$ cat src/rtl/sobel_job_sched.sv
// Sobel job scheduler: register front end plus the raster-order job sequencer
// that feeds the Sobel datapath with one window job per interior pixel.
//
// Ports:
//   clk_i, rst_i            clock, synchronous active-high reset
//   reg_req_i/we_i/addr_i/wdata_i, reg_gnt_o/rvalid_o/rdata_o
//                           register bus (grant tied high, response one cycle later)
//   job_valid_o/ready_i, job_x_o/job_y_o
//                           job issue handshake with window centre coordinates
//   res_valid_i             one-cycle pulse per returned result
//   busy_o, irq_o           sequencer active, level interrupt (irq_en & done)
module sobel_job_sched #(
  parameter int unsigned CoordWidth     = 16,
  parameter int unsigned MaxOutstanding = 4,
  parameter int unsigned AddrWidth      = 12
) (
  input  logic                  clk_i,
  input  logic                  rst_i,
  input  logic                  reg_req_i,
  input  logic                  reg_we_i,
  input  logic [AddrWidth-1:0]  reg_addr_i,
  input  logic [31:0]           reg_wdata_i,
  output logic                  reg_gnt_o,
  output logic                  reg_rvalid_o,
  output logic [31:0]           reg_rdata_o,
  output logic                  job_valid_o,
  input  logic                  job_ready_i,
  output logic [CoordWidth-1:0] job_x_o,
  output logic [CoordWidth-1:0] job_y_o,
  input  logic                  res_valid_i,
  output logic                  busy_o,
  output logic                  irq_o
);

  typedef enum logic [1:0] {IDLE, ISSUE, DRAIN} state_e;

  localparam logic [3:0]           MaxOut     = 4'(MaxOutstanding);
  localparam logic [AddrWidth-1:0] AddrCtrl   = AddrWidth'('h00);
  localparam logic [AddrWidth-1:0] AddrStatus = AddrWidth'('h04);
  localparam logic [AddrWidth-1:0] AddrWidthR = AddrWidth'('h08);
  localparam logic [AddrWidth-1:0] AddrHeight = AddrWidth'('h0C);
  localparam logic [AddrWidth-1:0] AddrCount  = AddrWidth'('h10);

  state_e                state_q, state_d;
  logic [CoordWidth-1:0] width_q, height_q, x_q, y_q;
  logic [31:0]           count_q, rdata_q, rd_mux;
  logic [3:0]            outst_q, outst_d;
  logic                  done_q, err_q, aborted_q, irq_en_q, abort_pend_q;
  logic                  irq_q, rvalid_q;

  logic [AddrWidth-1:0]  word_addr;
  logic                  wr, wr_ctrl, wr_status, wr_width, wr_height;
  logic                  start_req, abort_req, size_ok;
  logic                  hs, res_acc, res_stray, last_col, last_row;
  logic                  start_run, start_bad, finish;
  logic                  unused_bits;

  assign word_addr   = {reg_addr_i[AddrWidth-1:2], 2'b00};
  assign unused_bits = ^{reg_addr_i[1:0], reg_wdata_i[31:CoordWidth]};

  assign wr        = reg_req_i & reg_we_i;
  assign wr_ctrl   = wr && (word_addr == AddrCtrl);
  assign wr_status = wr && (word_addr == AddrStatus);
  assign wr_width  = wr && (word_addr == AddrWidthR);
  assign wr_height = wr && (word_addr == AddrHeight);
  assign start_req = wr_ctrl & reg_wdata_i[0];
  assign abort_req = wr_ctrl & reg_wdata_i[1];
  assign size_ok   = (width_q >= CoordWidth'(3)) && (height_q >= CoordWidth'(3));

  assign hs        = job_valid_o & job_ready_i;
  assign res_acc   = res_valid_i & (outst_q != '0);
  assign res_stray = res_valid_i & (outst_q == '0);
  assign outst_d   = outst_q + {3'b000, hs} - {3'b000, res_acc};
  assign last_col  = (x_q == width_q - CoordWidth'(2));
  assign last_row  = (y_q == height_q - CoordWidth'(2));

  // State register
  always_ff @(posedge clk_i) begin
    if (rst_i) state_q <= IDLE;
    else       state_q <= state_d;
  end

  // Next-state logic
  always_comb begin
    state_d   = state_q;
    start_run = 1'b0;
    start_bad = 1'b0;
    finish    = 1'b0;
    case (state_q)
      IDLE: begin
        if (start_req) begin
          if (size_ok) begin
            state_d   = ISSUE;
            start_run = 1'b1;
          end else begin
            start_bad = 1'b1;
          end
        end
      end
      ISSUE: begin
        if (abort_req || (hs && last_col && last_row)) state_d = DRAIN;
      end
      DRAIN: begin
        // outst_d already folds in a return arriving this cycle
        if (outst_d == '0) begin
          state_d = IDLE;
          finish  = 1'b1;
        end
      end
      default: state_d = IDLE;
    endcase
  end

  // Outputs decoded from state
  always_comb begin
    busy_o      = (state_q != IDLE);
    job_valid_o = (state_q == ISSUE) && (outst_q < MaxOut);
  end

  always_comb begin
    rd_mux = '0;
    case (word_addr)
      AddrCtrl:   rd_mux = {29'b0, irq_en_q, 2'b00};
      AddrStatus: rd_mux = {28'b0, aborted_q, err_q, done_q, busy_o};
      AddrWidthR: rd_mux = 32'(width_q);
      AddrHeight: rd_mux = 32'(height_q);
      AddrCount:  rd_mux = count_q;
      default:    rd_mux = '0;
    endcase
  end

  always_ff @(posedge clk_i) begin
    if (rst_i) begin
      width_q      <= '0;
      height_q     <= '0;
      x_q          <= '0;
      y_q          <= '0;
      count_q      <= '0;
      outst_q      <= '0;
      done_q       <= 1'b0;
      err_q        <= 1'b0;
      aborted_q    <= 1'b0;
      irq_en_q     <= 1'b0;
      abort_pend_q <= 1'b0;
      irq_q        <= 1'b0;
      rvalid_q     <= 1'b0;
      rdata_q      <= '0;
    end else begin
      outst_q <= outst_d;
      if (res_acc && (count_q != '1)) count_q <= count_q + 32'd1;

      if (hs) begin
        if (last_col) begin
          x_q <= CoordWidth'(1);
          y_q <= y_q + CoordWidth'(1);
        end else begin
          x_q <= x_q + CoordWidth'(1);
        end
      end

      if (wr_width  && (state_q == IDLE)) width_q  <= reg_wdata_i[CoordWidth-1:0];
      if (wr_height && (state_q == IDLE)) height_q <= reg_wdata_i[CoordWidth-1:0];
      if (wr_ctrl) irq_en_q <= reg_wdata_i[2];

      if (wr_status) begin
        if (reg_wdata_i[1]) done_q    <= 1'b0;
        if (reg_wdata_i[2]) err_q     <= 1'b0;
        if (reg_wdata_i[3]) aborted_q <= 1'b0;
      end

      // Hardware events are ordered after W1C so a same-cycle set wins
      if (start_run) begin
        count_q      <= '0;
        done_q       <= 1'b0;
        aborted_q    <= 1'b0;
        abort_pend_q <= 1'b0;
        x_q          <= CoordWidth'(1);
        y_q          <= CoordWidth'(1);
      end
      if (start_bad) begin
        done_q <= 1'b1;
        err_q  <= 1'b1;
      end
      if (res_stray) err_q <= 1'b1;
      if (abort_req && (state_q != IDLE)) abort_pend_q <= 1'b1;
      if (finish) begin
        done_q       <= 1'b1;
        abort_pend_q <= 1'b0;
        if (abort_pend_q || abort_req) aborted_q <= 1'b1;
      end

      irq_q    <= irq_en_q & done_q;
      rvalid_q <= reg_req_i;
      rdata_q  <= (reg_req_i && !reg_we_i) ? rd_mux : '0;
    end
  end

  assign reg_gnt_o    = 1'b1;
  assign reg_rvalid_o = rvalid_q;
  assign reg_rdata_o  = rdata_q;
  assign job_x_o      = x_q;
  assign job_y_o      = y_q;
  assign irq_o        = irq_q;

endmodule

$ cat config.mk
export PLATFORM = sky130hd
export DESIGN_NAME = sobel_job_sched
export DESIGN_NICKNAME = d
export VERILOG_FILES = /design/src/rtl/sobel_job_sched.sv
export SDC_FILE = /design/constraint.sdc
export NUM_CORES = 1
export LEC_CHECK = 0
export ABC_AREA = 1
export CAP_MARGIN = 15
export CORE_MARGIN = 5
export CORE_UTILIZATION = 44
export DETAILED_ROUTE_END_ITERATION = 6
export GPL_TIMING_DRIVEN = 0
export MAX_ROUTING_LAYER = met4
export PLACE_DENSITY = 0.77
export SYNTH_ARGS = -nofsm -noshare
export SYNTH_HDL_FRONTEND = slang
export SYNTH_SLANG_ARGS = --single-unit
$ cat constraint.sdc
create_clock -name clk_i -period 8.23 [get_ports clk_i]
set_clock_uncertainty 0.2 [all_clocks]
set_input_delay 1.646 -clock clk_i [delete_from_list [all_inputs] [get_ports clk_i]]
set_output_delay 1.646 -clock clk_i [all_outputs]
set_load 0.02 [all_outputs]
==> impl_metrics.json <==
{
  "status": "complete, no violations",
  "globalplace.congestion": 0.987,
  "slew_headroom_pct": 50.6,
  "max-vdd-ir-drop_uv": 152,
  "drc": 0,
  "cts_hold_buf": 0,
  "synth_most_common_cell": "nand2_1",
  "drv_cap": 0,
  "period_minus_slack_ps": 4220,
  "syn2layout_area_growth_pct": 23.1,
  "netlist_area_um2": 8000,
  "critPathMaxFanout": 3,
  "grt_pass1_wl_um": 38400,
  "cts_buffers": 17,
  "synth_fp_nets": 1262,
  "place_inst": 1529,
  "die_area_um2": 21000,
  "required_ps": 8390,
  "cts_resized": 0,
  "n_antenna_cell": 0,
  "grt_pass1_vias": 7690,
  "synth_cell_types": 44,
  "rsz0062_at_grt": "false",
  "rows": 49,
  "slew_violations": 0,
  "die_w_um": 145,
  "finalSetupTns_ps": 0,
  "hold_path.class": "reg2reg",
  "io_pins": 119,
  "cts_sinks": 141,
  "avgSynthCellArea_um2": 6.66,
  "grt_max_degree": 17,
  "cts_root_buf": "clkbuf_16",
  "drt-total-wl_um": 24300,
  "die_height_um": 145,
  "synthArstFlopShare_pct": 0,
  "grt_use_total_pct": 24.0,
  "reg2reg_slack_ps": 5100,
  "path_cells": "clkdlybuf4s50_1 > a21boi_0 > ha_1 > inv_1 > ha_1 > fa_1 > inv_1 > nand4_1 > nor3_1 > o21ai_0 > o21ai_1",
  "vias": 8349,
  "gr-total-overflow": 0,
  "endpoint_kind": "register",
  "slowest_stage": "clkdlybuf4s50_1",
  "crit_type": "in2reg",
  "path_clk_slew_ps": 60,
  "cts_tree": "done",
  "netlist.area_leader.share_pct": 35.3,
  "postCtsSetupBuffers": 0,
  "drive_above_1_share_pct": 6.84,
  "hold_violations": 0,
  "clock_latency_ps": 430,
  "routedWlPerCell_um": 15.6,
  "setup_viol": 0,
  "viasPerCell": 5.35,
  "crit_buf_inv": 3,
  "synthFlopType": "dfxtp_1",
  "yosys.area.top_type": "dfxtp_1",
  "startpoint_type": "input pin",
  "fmax_ghz": 0.237,
  "synthTopCellsByArea": "dfxtp_1 (35%), nand2_1 (12%), inv_1 (7.6%)",
  "leakagePower_uw": 0.00396,
  "netlist_instances": 1201,
  "power_density_nw_per_um2": 168,
  "yosys_warnings": 0,
  "fin_util_pct": 55.0,
  "initial_core_util_pct": 44.7,
  "drtIter0Drc": 737,
  "num-fill-cells": 1740,
  "ant_nets": 0,
  "cp.arrival_ps": 4380,
  "cts_buffer_depth": 2,
  "period_share_pct": 51.3,
  "stdcell_count": 1560,
  "nNetsFinal": 1380,
  "cpPeakStageDelay_ps": 490,
  "dp_hpwl_um": 18700,
  "ys_seq_elements": 141,
  "synth_commonest_cells": "nand2_1 (250), inv_1 (162), nor2_1 (148), dfxtp_1 (141), a21oi_1 (96)",
  "ys_seq_area_share_pct": 35.3,
  "synth_enable_flop_cells": 0,
  "firstDrtPassIters": 6,
  "core-area_um2": 17900,
  "worst_slew_pin_slew_ps": 737,
  "io_buffers": 99,
  "antenna_found_initial": 0,
  "cts_htree_levels": 4,
  "path_delay_family": "adder cells"
}
cell families (layout without fill, tap and decap cells):
family | Yosys count | after routing | synth area share [%]
simple gates | 610 | 610 | 35.0
buf+inv | 200 | 330 | 10.1
compound gates | 189 | 189 | 12.4
flops | 141 | 141 | 35.3
xor+xnor | 49 | 49 | 5.37
fa+ha+maj | 11 | 11 | 1.81
other cells | 1 | 1 | 0.0469
path summary, 6_finish.rpt:
check,from,to,cells past startpoint
worst min-delay path,err_q,err_q,2
worst max register to register,outst_q[2],aborted_q,12
worst min register to register,err_q,err_q,2
worst max-delay path,res_valid_i,aborted_q,11
final cells by class:
cell class	count	area, um^2	share of cell area, %
plain buffers	30	166	1.69
clock buffers	19	453	4.60
clock inverters	12	114	1.16
inverters	170	638	6.48
multi-input cells	860	4370	44.4
flip-flops and latches	141	2820	28.7
well taps	229	287	2.91
repair buffers	99	991	10.1
flip-flops by register name, summed over array words and instances (netlist names):
name and cells:
height_q 16, done_q 1, err_q 1, irq_en_q 1, abort_pend_q 1, reg_rdata_o 32
count_q 32, job_y_o 16, job_x_o 16, irq_o 1, width_q 16, outst_q 4
reg_rvalid_o 1, aborted_q 1, state_q 2
layer usage:
layer  global-route usage, %  vias to the layer above  wire [um]
li1                        -                     4130          -
met2                    38.2                      326      11300
met1                    30.6                     3844      10600
met5                       -                        -          0
met4                    8.15                        0        614
met3                    4.53                       49       1870
power by group:
group	switching, uW	total (uW)	internal [uW]
logic	121	191	69.3
registers	13.0	711	698
clock network	317	748	431
total	451	1650	1200
cells in the final DEF, fill, tap and decap left out, types with 5 or more instances in the layout:
cell type,Yosys,routed
inv_1,162,162
nor3_1,48,48
xnor2_1,13,13
clkbuf_1,13,13
o22ai_1,15,15
o21ai_1,5,5
nor2_2,6,6
nand3_1,78,78
a21oi_1,96,96
nand4_1,25,25
dfxtp_1,141,141
nor4_1,11,11
inv_2,7,7
o21ai_0,62,62
xor2_1,36,36
clkbuf_16,0,17
buf_2,10,10
nor3_2,10,10
nor2_1,148,148
nor2_4,7,7
nand3b_1,5,5
ha_1,10,10
clkdlybuf4s50_1,0,99
nand2_1,250,250
worst reg2reg max path, delay by kind of cell (launching register included):
family / cells / cell delay, ps
AO/OA/AOI/OAI: 3 / 780
adder cells (fa/ha/maj): 4 / 1180
buffers and inverters: 3 / 200
flip-flops: 1 / 300
AND/OR/NAND/NOR: 2 / 420
stage by stage:
stage                     setup WS [ps]  total power (uW)  instance area, um^2  hold slack (ps)
after detailed placement           3550               915                 9280              269
final                              4010              1650                 9840              273
after CTS                          3980              1650                 9840              277
after global placement             3580               910                 9280              261
after floorplan                    4520               850                 8000              226
after global routing               3780              1710                 9840              298
No activity file was read; power rests on OpenSTA's default activity.
